===== src/rtl/regfile_mm_sequencer_if.sv =====
// ---------------------------------------------------------------------------
// regfile_mm_sequencer_if
//   Bundle between the operand source, the matrix-multiply sequencer and the
//   level-sensitive product register file.
//
//   Operand side (driven by master, sampled by the sequencer):
//     start, abort       request / cancel a 2x2 by 2x2 multiply
//     a_mat              A[i][k] at bits [(2i+k)*WIDTH +: WIDTH]
//     b_mat              B[k][j] at bits [(2k+j)*WIDTH +: WIDTH]
//   Register-file / status side (driven by the sequencer):
//     product_out        low WIDTH bits of the current partial product
//     reg_specifier      destination register {i,j,k}
//     update_adder_regs  register-file write strobe
//     regfile_reset      register-file clear pulse
//     busy, done         operation in progress / one-cycle completion pulse
//     overflow           sticky: a product needed more than WIDTH bits
// ---------------------------------------------------------------------------
interface regfile_mm_sequencer_if #(
    parameter int WIDTH = 8
);
    logic                 start;
    logic                 abort;
    logic [4*WIDTH-1:0]   a_mat;
    logic [4*WIDTH-1:0]   b_mat;
    logic [WIDTH-1:0]     product_out;
    logic [2:0]           reg_specifier;
    logic                 update_adder_regs;
    logic                 regfile_reset;
    logic                 busy;
    logic                 done;
    logic                 overflow;

    modport master (
        output start, abort, a_mat, b_mat,
        input  product_out, reg_specifier, update_adder_regs, regfile_reset,
               busy, done, overflow
    );

    modport slave (
        input  start, abort, a_mat, b_mat,
        output product_out, reg_specifier, update_adder_regs, regfile_reset,
               busy, done, overflow
    );
endinterface


===== src/rtl/regfile_mm_sequencer.sv =====
// ---------------------------------------------------------------------------
// regfile_mm_sequencer
//   Sequences a 2x2 by 2x2 matrix multiply into the 8-entry product register
//   file. For every index {i,j,k} (k fastest) it forms A[i][k]*B[k][j] and
//   writes it with a setup / strobe / release pattern so that the
//   level-sensitive register file never sees the data or address move while
//   the strobe is high. The downstream adder sums R{i,j,0}+R{i,j,1}.
//
//   Parameters:
//     WIDTH        element / product width
//     HOLD_CYCLES  cycles the write strobe stays high (1..4)
//     CLEAR_FIRST  1: pulse regfile_reset once before the first write
//
//   Ports:
//     i_clk    rising-edge clock
//     i_reset  synchronous, active-high reset (priority over everything)
//     io_seq   slave side of regfile_mm_sequencer_if (see interface header)
//
//   All outputs are registers. They are loaded from the next-state value so
//   each output changes on the same edge as the state it belongs to.
// ---------------------------------------------------------------------------
module regfile_mm_sequencer #(
    parameter int WIDTH       = 8,
    parameter int HOLD_CYCLES = 1,
    parameter int CLEAR_FIRST = 1
) (
    input  logic                  i_clk,
    input  logic                  i_reset,
    regfile_mm_sequencer_if.slave io_seq
);

    typedef enum logic [2:0] {
        S_IDLE    = 3'd0,
        S_CLEAR   = 3'd1,
        S_SETUP   = 3'd2,
        S_WRITE   = 3'd3,
        S_RELEASE = 3'd4,
        S_DONE    = 3'd5
    } state_t;

    // Hold counter counts down from HOLD_CYCLES-1 to 0 while in WRITE.
    localparam logic [1:0] HOLD_LOAD = 2'(HOLD_CYCLES - 1);
    localparam logic [2:0] LAST_IDX  = 3'd7;

    // Select one WIDTH-bit element of a packed 2x2 matrix; sel = {row, col}.
    function automatic logic [WIDTH-1:0] f_elem(
        input logic [4*WIDTH-1:0] mat,
        input logic [1:0]         sel
    );
        f_elem = mat[int'(sel)*WIDTH +: WIDTH];
    endfunction

    state_t             r_state;
    state_t             w_state_nxt;
    logic [2:0]         r_idx;
    logic [2:0]         w_idx_nxt;
    logic [1:0]         r_hold;
    logic [1:0]         w_hold_nxt;
    logic               w_accept;

    logic [4*WIDTH-1:0] r_a_mat;
    logic [4*WIDTH-1:0] r_b_mat;
    logic [4*WIDTH-1:0] w_a_src;
    logic [4*WIDTH-1:0] w_b_src;
    logic [WIDTH-1:0]   w_a_elem;
    logic [WIDTH-1:0]   w_b_elem;
    logic [2*WIDTH-1:0] w_full;
    logic               r_prod_hi_nz;

    logic [WIDTH-1:0]   r_product;
    logic [2:0]         r_reg_spec;
    logic               r_update;
    logic               r_rf_reset;
    logic               r_busy;
    logic               r_done;
    logic               r_overflow;

    // Next-state, index and hold-counter logic.
    always_comb begin
        w_state_nxt = r_state;
        w_idx_nxt   = r_idx;
        w_hold_nxt  = r_hold;
        w_accept    = 1'b0;
        if (r_state == S_IDLE) begin
            // start wins over a simultaneous abort; abort alone does nothing here
            if (io_seq.start) begin
                w_accept  = 1'b1;
                w_idx_nxt = 3'd0;
                if (CLEAR_FIRST != 0) begin
                    w_state_nxt = S_CLEAR;
                end else begin
                    w_state_nxt = S_SETUP;
                end
            end else begin
                w_state_nxt = S_IDLE;
            end
        end else if (io_seq.abort) begin
            w_state_nxt = S_IDLE;
        end else begin
            case (r_state)
                S_CLEAR: begin
                    w_state_nxt = S_SETUP;
                end
                S_SETUP: begin
                    w_state_nxt = S_WRITE;
                    w_hold_nxt  = HOLD_LOAD;
                end
                S_WRITE: begin
                    if (r_hold == 2'd0) begin
                        w_state_nxt = S_RELEASE;
                    end else begin
                        w_hold_nxt = r_hold - 2'd1;
                    end
                end
                S_RELEASE: begin
                    if (r_idx == LAST_IDX) begin
                        w_state_nxt = S_DONE;
                    end else begin
                        w_idx_nxt   = r_idx + 3'd1;
                        w_state_nxt = S_SETUP;
                    end
                end
                S_DONE: begin
                    w_state_nxt = S_IDLE;
                end
                default: begin
                    w_state_nxt = S_IDLE;
                end
            endcase
        end
    end

    // Partial product for the index about to be set up. On the accepting
    // cycle the operands are not yet latched, so read them from the inputs.
    always_comb begin
        if (w_accept) begin
            w_a_src = io_seq.a_mat;
            w_b_src = io_seq.b_mat;
        end else begin
            w_a_src = r_a_mat;
            w_b_src = r_b_mat;
        end
        // idx = {i,j,k}: A element {i,k}, B element {k,j}
        w_a_elem = f_elem(w_a_src, {w_idx_nxt[2], w_idx_nxt[0]});
        w_b_elem = f_elem(w_b_src, {w_idx_nxt[0], w_idx_nxt[1]});
        w_full   = (2*WIDTH)'(w_a_elem) * (2*WIDTH)'(w_b_elem);
    end

    // State, index and hold counter registers.
    always_ff @(posedge i_clk) begin
        if (i_reset) begin
            r_state <= S_IDLE;
            r_idx   <= 3'd0;
            r_hold  <= 2'd0;
        end else begin
            r_state <= w_state_nxt;
            r_idx   <= w_idx_nxt;
            r_hold  <= w_hold_nxt;
        end
    end

    // Operand latches and registered outputs.
    always_ff @(posedge i_clk) begin
        if (i_reset) begin
            r_a_mat      <= '0;
            r_b_mat      <= '0;
            r_prod_hi_nz <= 1'b0;
            r_product    <= '0;
            r_reg_spec   <= 3'd0;
            r_update     <= 1'b0;
            r_rf_reset   <= 1'b0;
            r_busy       <= 1'b0;
            r_done       <= 1'b0;
            r_overflow   <= 1'b0;
        end else begin
            if (w_accept) begin
                r_a_mat <= io_seq.a_mat;
                r_b_mat <= io_seq.b_mat;
            end
            // Address and data move only when entering SETUP, never under the strobe.
            if (w_state_nxt == S_SETUP) begin
                r_reg_spec   <= w_idx_nxt;
                r_product    <= w_full[WIDTH-1:0];
                r_prod_hi_nz <= |w_full[2*WIDTH-1:WIDTH];
            end
            // Overflow accumulates over the products actually written.
            if (w_accept) begin
                r_overflow <= 1'b0;
            end else if ((r_state == S_SETUP) && (w_state_nxt == S_WRITE)) begin
                r_overflow <= r_overflow | r_prod_hi_nz;
            end
            r_update   <= (w_state_nxt == S_WRITE);
            r_rf_reset <= (w_state_nxt == S_CLEAR);
            r_busy     <= (w_state_nxt != S_IDLE);
            r_done     <= (w_state_nxt == S_DONE);
        end
    end

    assign io_seq.product_out       = r_product;
    assign io_seq.reg_specifier     = r_reg_spec;
    assign io_seq.update_adder_regs = r_update;
    assign io_seq.regfile_reset     = r_rf_reset;
    assign io_seq.busy              = r_busy;
    assign io_seq.done              = r_done;
    assign io_seq.overflow          = r_overflow;

endmodule


===== src/flat_wrapper.sv =====
// flat-port wrapper written by rule: the top's interface ports become plain ports
module regfile_mm_sequencer_flat 
#(
    parameter int WIDTH       = 8,
    parameter int HOLD_CYCLES = 1,
    parameter int CLEAR_FIRST = 1
)
  (i_clk, i_reset, io_seq_start, io_seq_abort, io_seq_a_mat, io_seq_b_mat, io_seq_product_out, io_seq_reg_specifier, io_seq_update_adder_regs, io_seq_regfile_reset, io_seq_busy, io_seq_done, io_seq_overflow);
  regfile_mm_sequencer_if #(.WIDTH(WIDTH)) io_seq_i ();
  input  logic i_clk;
  input  logic i_reset;
  input wire logic [$bits(io_seq_i.start)-1:0] io_seq_start;
  input wire logic [$bits(io_seq_i.abort)-1:0] io_seq_abort;
  input wire logic [$bits(io_seq_i.a_mat)-1:0] io_seq_a_mat;
  input wire logic [$bits(io_seq_i.b_mat)-1:0] io_seq_b_mat;
  output wire logic [$bits(io_seq_i.product_out)-1:0] io_seq_product_out;
  output wire logic [$bits(io_seq_i.reg_specifier)-1:0] io_seq_reg_specifier;
  output wire logic [$bits(io_seq_i.update_adder_regs)-1:0] io_seq_update_adder_regs;
  output wire logic [$bits(io_seq_i.regfile_reset)-1:0] io_seq_regfile_reset;
  output wire logic [$bits(io_seq_i.busy)-1:0] io_seq_busy;
  output wire logic [$bits(io_seq_i.done)-1:0] io_seq_done;
  output wire logic [$bits(io_seq_i.overflow)-1:0] io_seq_overflow;
  assign io_seq_i.start = io_seq_start;
  assign io_seq_i.abort = io_seq_abort;
  assign io_seq_i.a_mat = io_seq_a_mat;
  assign io_seq_i.b_mat = io_seq_b_mat;
  assign io_seq_product_out = io_seq_i.product_out;
  assign io_seq_reg_specifier = io_seq_i.reg_specifier;
  assign io_seq_update_adder_regs = io_seq_i.update_adder_regs;
  assign io_seq_regfile_reset = io_seq_i.regfile_reset;
  assign io_seq_busy = io_seq_i.busy;
  assign io_seq_done = io_seq_i.done;
  assign io_seq_overflow = io_seq_i.overflow;
  regfile_mm_sequencer #(.WIDTH(WIDTH), .HOLD_CYCLES(HOLD_CYCLES), .CLEAR_FIRST(CLEAR_FIRST)) u_core (.i_clk(i_clk), .i_reset(i_reset), .io_seq(io_seq_i));
endmodule

===== config.mk =====
export PLATFORM = sky130hd
export DESIGN_NAME = regfile_mm_sequencer_flat
export DESIGN_NICKNAME = d
export VERILOG_FILES = /design/src/rtl/regfile_mm_sequencer_if.sv /design/src/rtl/regfile_mm_sequencer.sv /design/src/flat_wrapper.sv
export SDC_FILE = /design/constraint.sdc
export NUM_CORES = 1
export LEC_CHECK = 0
export BUFFER_PORTS_ARGS = -buffer_cell sky130_fd_sc_hd__buf_2
export CORE_ASPECT_RATIO = 1.4
export CORE_UTILIZATION = 53
export DETAILED_ROUTE_END_ITERATION = 8
export PLACE_DENSITY_LB_ADDON = 0.3
export SYNTH_ARGS = -nofsm -noshare
export SYNTH_HDL_FRONTEND = slang
export SYNTH_SLANG_ARGS = --single-unit

===== constraint.sdc =====
create_clock -name i_clk -period 5.8 [get_ports i_clk]
set_clock_uncertainty 0.2 [all_clocks]
set_input_delay 0.29 -clock i_clk [delete_from_list [all_inputs] [get_ports i_clk]]
set_output_delay 0.29 -clock i_clk [all_outputs]
set_load 0.02 [all_outputs]

======== Yosys cells after proc, flatten, opt, wreduce, memory -nomap -nowiden ========
Index checks and enable logic that the tools add are counted.
Widths: inputs -> output; s select.
storage, ports and cells
  flip-flop bits (word level) ............. 89
  input port bits ......................... 68
cells by class
  reduce and logical (&&, ||, !) cells .... 8
  $add $sub $neg .......................... 2
  bitwise gates (word level) .............. 3
  shift operators ......................... 2
  multiply operators ...................... 1
  equality and inequality tests ........... 10
  muxes and demuxes ....................... 17
operators with widths
  operator             count
  $mux 32              2
  $shiftx 32x6->8      2
  $mux 3               9
  $mul 8x8->16         1
  $eq 3x2->1 const B   4
  $pmux 3 s4           1
  $eq 3x3->1 const B   3
  $reduce_or 8->1      1
  $eq 3x1->1 const B   2
  $pmux 2 s2           1
  $reduce_and 4->1     1
  $add 3x1->3 const B  1
  $logic_not 3->1      1
  $mux 1               3
  $reduce_bool 3->1    1
  $logic_not 2->1      1
  $mux 2               1
  $ne 2x2->1 const B   1
  $not 1->1            2
  $reduce_bool 2->1    1
  $reduce_or 2->1      1
  $sub 2x1->2 const B  1
  $logic_and 1x1->1    1
  $or 1x1->1           1

======== Logic depth before layout (Yosys ltp) ========
Gate-level depths: netlist of the first run.
  word-level depth ........................ 8
  mapped depth ............................ 24
  mapped depth without buffers ............ 21

======== Least setup slack after synthesis of the first run ========
No wires, ideal clock.
  path type ............................... reg-to-reg
  from .................................... reg u_core.r_idx[0]
  to ...................................... reg u_core.r_prod_hi_nz
  path buffers ............................ 2
  setup time .............................. 0.132 ns
  required time ........................... 5.468 ns
  arrival time ............................ 5.800 ns
  path slack .............................. -0.331 ns
  cell stages (with the launch flop) ...... 21
  period minus slack after synthesis ...... 6.131 ns
  path through ............................ dfxtp_1 > ha_1 > a21bo_1 > buf_2 > nor2_4 > a21oi_2 > nand2_1 > buf_2 > o22a_1 > o21ai_0 > fa_1 > fa_1 > fa_1 > fa_1 > inv_1 > ha_1 > a21oi_1 > a21boi_0 > or3_1 > a2111oi_0 > a31oi_1
between the ends
  word-level cells in the longest chain between the ends .. 8
RTL lines
  what                                              line                                                      RTL
  start: declaration                                regfile_mm_sequencer.sv:55                                logic [2:0] r_idx;
  start signal: assignment                          regfile_mm_sequencer.sv:157                               r_idx <= w_idx_nxt;
  $add 3x1->3 / $eq 3x3->1 (equally long branches)  regfile_mm_sequencer.sv:119, regfile_mm_sequencer.sv:116
  $mux 3                                            regfile_mm_sequencer.sv:116                               if (r_idx == LAST_IDX) begin
  $mux 3                                            regfile_mm_sequencer.sv:100                               case (r_state)
  $mux 3                                            regfile_mm_sequencer.sv:97                                end else if (io_seq.abort) begin
  $mux 3                                            regfile_mm_sequencer.sv:84                                if (r_state == S_IDLE) begin
  $shiftx 32x6->8                                   regfile_mm_sequencer.sv:50                                f_elem = mat[int'(sel)*WIDTH +: WIDTH];
  $mul 8x8->16                                      regfile_mm_sequencer.sv:146                               w_full = (2*WIDTH)'(w_a_elem) * (2*WIDTH)'(w_b_elem);
  $reduce_or 8->1                                   regfile_mm_sequencer.sv:184                               r_prod_hi_nz <= |w_full[2*WIDTH-1:WIDTH];
  end signal: assignment                            regfile_mm_sequencer.sv:184
  end: declaration                                  regfile_mm_sequencer.sv:68                                logic r_prod_hi_nz;
Parallel ways exist; a longest one is shown, timed or not.
A chain may end at the register's enable or synchronous reset.

======== Worst setup path in the final report of the first run ========
  from .................................... reg u_core.r_state[2]
  to ...................................... reg u_core.r_prod_hi_nz
between the ends
  word-level cells in the longest chain between the ends .. 7
RTL lines
  what                      line                         RTL
  start: declaration        regfile_mm_sequencer.sv:53   state_t r_state;
  start signal: assignment  regfile_mm_sequencer.sv:156  r_state <= w_state_nxt;
  $eq 3x3->1                regfile_mm_sequencer.sv:100
  $mux 3                    regfile_mm_sequencer.sv:100
  $mux 3                    regfile_mm_sequencer.sv:97
  $mux 3                    regfile_mm_sequencer.sv:84
  $shiftx 32x6->8           regfile_mm_sequencer.sv:50
  $mul 8x8->16              regfile_mm_sequencer.sv:146
  $reduce_or 8->1           regfile_mm_sequencer.sv:184
Parallel ways exist; a longest one is shown, timed or not.

==> flow_metrics.tcl, run 1 <==
set metrics [dict create \
    status "finished, violations left" \
    violations "setup timing" \
    pin_count 84 \
    cp_slowest_stage_delay_ps 640 \
    synth_area_um2 6546 \
    clockBufferDepth 2 \
    power_density_nw_per_um2 206.2 \
    max-slew-margin-rel 0.2779 \
    yosys_warnings 0 \
    drc 0 \
    finalSetupTns_ps -111.7 \
    worst_pin_slew_ps 1077 \
    mostFrequentLayoutCells "buf_4 (159), nand2_1 (110), a21oi_1 (84), dfxtp_1 (84), buf_2 (83)" \
    viasPerCell 6.102 \
    setup_ws_ps -111.7 \
    critPathKind "reg -> reg" \
    holdCritPathClass "in -> reg" \
    synth-seq-cells 89 \
    ys_types 81 \
    cpLargestDelayFamily "adder cells" \
    synth_area_per_cell_um2 8.183 \
    holdWs_ps 4.562 \
    worst-path-buf-inv 7 \
    yosysTopAreaCell "dfxtp_1" \
    final_cells 1211 \
    internal_power_mw 1.290 \
    cts_max_level 3 \
    dieHeight_um 133.5 \
    ant_nets 0 \
    synth_ff_type "dfxtp_1" \
    hpwl_um 15570 \
    nets 1202 \
    fin_crit_sh 1.019 \
    synth_edf_count 0 \
    grt_max_degree 88 \
    cts_tree "built" \
    drt_iter0_drc 592 \
    grt_util_all_layers 0.3776 \
    startpoint_type "flop" \
    synth.yosys.seq_area_share 0.2722 \
    crit_chain "or4b_4, buf_6, buf_12, mux2i_2, a22oi_2, mux2i_1, buf_4, a21oi_2, fa_1, inv_1, fa_1, fa_1, inv_1, fa_1, ha_4, buf_4, buf_4, nand4_1, o21ai_1, a21oi_2, o221ai_2, a2111oi_4, a31oi_1" \
    placed_area_um2 8172 \
    cpMaxStageDelayCell "or4b_4" \
    hold_viol 0 \
    grt_antenna_before_repair 0 \
    setup_viol 1 \
    final_area_um2 9448 \
    grt_pass1_wl_um 36670 \
    drv_slew 0 \
    maxCapViolCount 0 \
    drt-pass1-iter-count 5 \
    portBuffers 83 \
    path_max_fanout 6 \
    netlist_instances 800 \
    clk_pin_slew_worst_paths_ps 70 \
    seqPwrFrac 0.345 \
    num_rows 47 \
    ir_drop_v 0.0001272 \
    grt_overflow_total 0 \
    vias 7390 \
    clock.fmax_mhz 169.2 \
    final_common_cell "buf_4" \
    start_util 0.5484 \
    grt_pass1_vias 7393 \
    die_w_um 95.93 \
    numCtsBuffers 9 \
    switching_share 0.3379 \
    dp_cells 1142 \
    cts.sinks 89 \
    period_minus_slack_ps 5912 \
    critPathArrivalTime_ps 5940 \
    rsz0062_at_grt "true" \
    combPwrFrac 0.370 \
    antenna_cells 0 \
    drt_wl_total_um 23180 \
    fillers 752 \
    cp-end-kind "flop" \
    place.gp.congestion 0.9260 \
    post_drt_wl_per_cell_um 19.14 \
    die-area_um2 12810 \
    drive_gt1_frac 0.3712 \
    worstSkewPairLatency_ps 350 \
    syn2layout_area_growth_pct 44.32 \
    cp_common_cell "fa_1" \
    required_ps 5830 \
    total_leakage_power_nw 4.143 \
    switchingPower_mw 0.6584 \
    async_reset_ff_frac 0 \
    syn_nets 942 \
    power.share.clock 0.284 \
    design.core.area_um2 11940 \
    synth_area_leaders "dfxtp_1 (27%), fa_1 (11%), a21oi_1 (7.3%)" \
    cts-root-buf "clkbuf_16" \
    synth_top_area_frac 0.2722 \
]
[power groups by stage]
stage | Clock (mW) | Sequential [mW] | Combinational [mW]
finish | 0.554 | 0.673 | 0.721
global route | 0.581 | 0.675 | 0.781
CTS | 0.557 | 0.669 | 0.682
detailed placement | 0 | 0.682 | 0.587
global placement | 0 | 0.681 | 0.580
floorplan | 0 | 0.679 | 0.350
[worst reg2reg max path: stages (launching register included)]
cell and delay (ps):
dfxtp_4 380, or4b_4 640, buf_6 180, buf_12 120, mux2i_2 220, a22oi_2 110, mux2i_1 230, buf_4 150
a21oi_2 40, fa_1 490, inv_1 60, fa_1 500, fa_1 500, inv_1 50, fa_1 530, ha_4 220
buf_4 140, buf_4 130, nand4_1 140, o21ai_1 110, a21oi_2 130, o221ai_2 130, a2111oi_4 280, a31oi_1 120
[cell usage after synthesis (4+ instances only)]
library cell	n
a21o_1	12
and2_1	4
a31oi_1	6
dfxtp_1	89
o21a_1	9
o21ai_0	18
nand2b_1	6
a21boi_1	4
nand4_1	4
clkbuf_1	17
fa_1	36
nor3_1	15
mux2i_1	25
inv_1	60
o22ai_1	14
nand2_1	114
o211ai_1	6
nor2b_1	7
a22oi_1	4
xnor2_1	5
o21ai_1	25
ha_1	38
nand3_1	9
buf_6	4
buf_2	17
o22a_1	7
o221ai_1	5
nor2_1	67
a21oi_1	95
[layout make-up]
class,count,area [um^2],share of cell area
timing repair buffer,291,2183,0.2311
multi-input combinational,609,4792,0.5072
clock inverter,5,41.29,0.004370
inverter,60,225.2,0.02384
tap,147,183.9,0.01947
sequential,89,1793,0.1898
clock buffer,10,229.0,0.02424
[kinds of logic (layout without fill, tap and decap cells)]
kind of cell / count (synthesis) / count (layout) / share of synthesized area
AND/OR/NAND/NOR: 253 / 254 / 0.1774
AO/OA/AOI/OAI: 247 / 247 / 0.2471
buffers and inverters: 103 / 366 / 0.06862
flip-flops: 89 / 89 / 0.2722
adder cells (fa/ha/maj): 74 / 74 / 0.1827
multiplexers: 28 / 28 / 0.04396
XOR/XNOR: 6 / 6 / 0.008027
[final timing paths]
path	slack (ps)	to	cells past startpoint	from
setup / recovery	-110	u_core.r_prod_hi_nz$_SDFFE_PP0N_	23	u_core.r_state[2]$_SDFF_PP0_
hold / removal	5	u_core.r_b_mat[25]$_SDFF_PP0_	3	io_seq_b_mat[25]
setup reg to reg	-110	u_core.r_prod_hi_nz$_SDFFE_PP0N_	23	u_core.r_state[2]$_SDFF_PP0_
hold reg to reg	260	u_core.r_b_mat[7]$_SDFF_PP0_	2	u_core.r_b_mat[7]$_SDFF_PP0_
[stage by stage]
stage,total power [mW],util,worst slack (ps)
final,1.948,0.7914,-111.7
after global routing,2.037,0.7914,-312.4
after CTS,1.908,0.7783,-12.93
after detailed placement,1.269,0.6845,-397.1
after global placement,1.261,0.6845,-318.6
after floorplan,1.029,-,2.562
[sequential cells by signal (all words and copies together), names as in the netlist]
name / cells
u_core.io_seq.regfile_reset: 1
u_core.r_idx: 3
u_core.io_seq.overflow: 1
u_core.io_seq.update_adder_regs: 1
u_core.io_seq.reg_specifier: 3
u_core.io_seq.product_out: 8
u_core.io_seq.done: 1
u_core.io_seq.busy: 1
u_core.r_b_mat: 32
u_core.r_hold: 2
u_core.r_state: 3
u_core.r_a_mat: 32
u_core.r_prod_hi_nz: 1
[layer usage]
| layer | wire (um) | part of all wire | vias up | GRT usage |
|---|---|---|---|---|
| met5 | 0 | 0 | - | 0 |
| met4 | 1474 | 0.064 | 0 | 0.2164 |
| met3 | 1825 | 0.079 | 149 | 0.1016 |
| met2 | 11600 | 0.50 | 425 | 0.6274 |
| met1 | 8275 | 0.36 | 3484 | 0.4281 |
| li1 | - | - | 3332 | - |
[repair_timing]
item,in CTS,in global routing
cloned,2,0
pin swaps,53,25
setup buffers,24,6
hold endpoints to repair,23,0
gates resized for setup,95,26
hold buffers,23,0
setup endpoints to repair,1,1
No activity file was read; power rests on OpenSTA's default activity.
==> inputs of run 2 (changes only) <==
- ABC_AREA: not set -> 1
==> run 2 against run 1 <==
The run now ends clean. Fmax is 6.9% higher. Critical path depth is 5 higher. Global-route usage is 12 points lower. Sequential power is 1% lower. Combinational power is 12% higher. Design area is 21% lower. Die area is 2.6% lower. Non-clock buffer count is 182 lower. Largest power group unchanged. Area after synthesis is 2.6% lower. Largest cell class unchanged. First-iteration DRC count is 43% lower. Worst setup slack better by 380 ps. Sequential share of layout area is 5.0 points higher. Critical path type unchanged.
==> flow_metrics.tcl, run 2 <==
set metrics [dict create \
    status "finished, final reports clean" \
    cpMaxStageDelayCell "fa_1" \
    critPathArrivalTime_ps 5580 \
    grt_max_degree 77 \
    viasPerCell 5.010 \
    cp-end-kind "flop" \
    max-slew-margin-rel 0.4532 \
    fillers 1065 \
    clock.fmax_mhz 180.8 \
    combPwrFrac 0.397 \
    grt_antenna_before_repair 0 \
    drc 0 \
    num_rows 47 \
    switchingPower_mw 0.7683 \
    cts_max_level 3 \
    yosys_warnings 0 \
    pin_count 84 \
    drive_gt1_frac 0.2042 \
    holdCritPathClass "in -> reg" \
    syn_nets 1057 \
    start_util 0.5421 \
    grt_pass1_wl_um 25760 \
    setup_viol 0 \
    grt_util_all_layers 0.2623 \
    numCtsBuffers 9 \
    startpoint_type "flop" \
    die_w_um 94.70 \
    worst_pin_slew_ps 820.3 \
    netlist_instances 915 \
    critPathKind "reg -> reg" \
    synth_area_per_cell_um2 6.968 \
    total_leakage_power_nw 3.896 \
    synth_ff_type "dfxtp_1" \
    worst-path-buf-inv 7 \
    final_common_cell "nand2_1" \
    cp_common_cell "nand2_1" \
    synth_area_leaders "dfxtp_1 (28%), nand2_1 (12%), fa_1 (11%)" \
    grt_pass1_vias 5554 \
    place.gp.congestion 0.9299 \
    clockBufferDepth 2 \
    grt_overflow_total 0 \
    synth-seq-cells 89 \
    finalSetupTns_ps 0 \
    mostFrequentLayoutCells "nand2_1 (202), inv_1 (162), nor2_1 (124)" \
    cpLargestDelayFamily "adder cells" \
    synth.yosys.seq_area_share 0.2794 \
    async_reset_ff_frac 0 \
    synth_area_um2 6376 \
    path_max_fanout 36 \
    reg2regPathDepth 28 \
    crit_cells 28 \
    ant_nets 0 \
    worstSkewPairLatency_ps 340 \
    dp_slack_ps 80.94 \
    cts.sinks 89 \
    design.core.area_um2 11760 \
    drt_iter0_drc 337 \
    ys_types 38 \
    power_density_nw_per_um2 272.6 \
    die-area_um2 12480 \
    hold_viol 0 \
    cp_slowest_stage_delay_ps 580 \
    clk_pin_slew_worst_paths_ps 70 \
    post_drt_wl_per_cell_um 13.81 \
    synth_edf_count 0 \
    setup_ws_ps 268.6 \
    period_minus_slack_ps 5531 \
    vias 5792 \
    yosysTopAreaCell "dfxtp_1" \
    drt-pass1-iter-count 5 \
    synth.most_common_cell "nand2_1" \
    drv_slew 0 \
    cts-root-buf "clkbuf_16" \
    power.share.clock 0.276 \
    hold_path_depth 3 \
    antenna_cells 0 \
    fin_crit_sh 0.9537 \
    hpwl_um 11730 \
    portBuffers 83 \
    switching_share 0.3785 \
    dieHeight_um 131.8 \
    maxCapViolCount 0 \
    cts_tree "built" \
    required_ps 5850 \
    synth_common_cells "nand2_1 (206), inv_1 (164), nor2_1 (126)" \
    syn2layout_area_growth_pct 16.78 \
    seqPwrFrac 0.327 \
    internal_power_mw 1.262 \
    ir_drop_v 0.0001514 \
    synth_top_area_frac 0.2794 \
    drt_wl_total_um 15960 \
    nets 1146 \
]
## run 2: power groups by stage
stage	clock (mW)	sequential, mW	combinational (mW)
CTS	0.561	0.663	0.768
global route	0.589	0.667	0.914
floorplan	0	0.681	0.564
global placement	0	0.676	0.748
detailed placement	0	0.677	0.758
finish	0.560	0.664	0.805
## run 2: kinds of logic after synthesis
family	after synthesis	synth area share
DFF	89	0.2794
adders and majority gates	74	0.1876
buffers and inverters	213	0.1407
and+or+nand+nor	411	0.2730
xor gates and xnor gates	4	0.005496
AOI/OAI and AO/OA	122	0.1107
muxes	2	0.003140
## run 2: area by class of cell
cell class              count  area (um^2)  share of cell area
repair buffers            109        720.7             0.09679
clock buffers              10        239.0             0.03210
inverters                 181        691.9             0.09293
flip-flops and latches     89         1784              0.2396
clock inverters             6        40.04            0.005377
well taps                 147        183.9             0.02470
multi-input cells         614         3786              0.5085
## run 2: worst paths after layout
kind	slack, ps	end	from
worst max-delay path	270	u_core.r_prod_hi_nz$_SDFFE_PP0N_	u_core.r_state[1]$_SDFF_PP0_
worst min-delay path	20	u_core.r_b_mat[9]$_SDFF_PP0_	io_seq_b_mat[9]
worst max register to register	270	u_core.r_prod_hi_nz$_SDFFE_PP0N_	u_core.r_state[1]$_SDFF_PP0_
worst min register to register	260	u_core.r_hold[1]$_SDFFE_PP0P_	u_core.r_hold[1]$_SDFFE_PP0P_
## run 2: what timing repair did
action / 4_1_cts / 5_1_grt
buffers inserted: 0 / 9
setup endpoints to repair: 0 / 1
gates resized for setup: 0 / 32
hold buffers: 0 / 0
## run 2: per-stage QoR
stage	util	area, um^2	power, mW	instances	hold slack (ps)
6_report	0.6331	7446	2.030	1156	17.55
2_1_floorplan	-	6376	1.245	915	174.0
4_1_cts	0.6143	7224	1.993	1144	12.78
3_5_place_dp	0.5905	6945	1.435	1128	256.9
5_1_grt	0.6331	7446	2.171	1156	37.24
3_3_place_gp	0.5905	6945	1.424	1128	252.4
## run 2: worst register-to-register path, delay by kind of cell (launching register included)
kind,cells,cell delay [ps]
AO/OA/AOI/OAI,3,500
adder cells (fa/ha/maj),5,2400
buffers and inverters,7,720
flip-flops,1,380
AND/OR/NAND/NOR,13,1240
## run 2: per-layer routing
metal  wire [um]  vias to the layer above  GRT usage
met5           0                        -          0
met4         397                        0    0.09848
met3         616                       28    0.03460
met2        8123                      146     0.4516
met1        6825                     2649     0.3284
li1            -                     2969          -
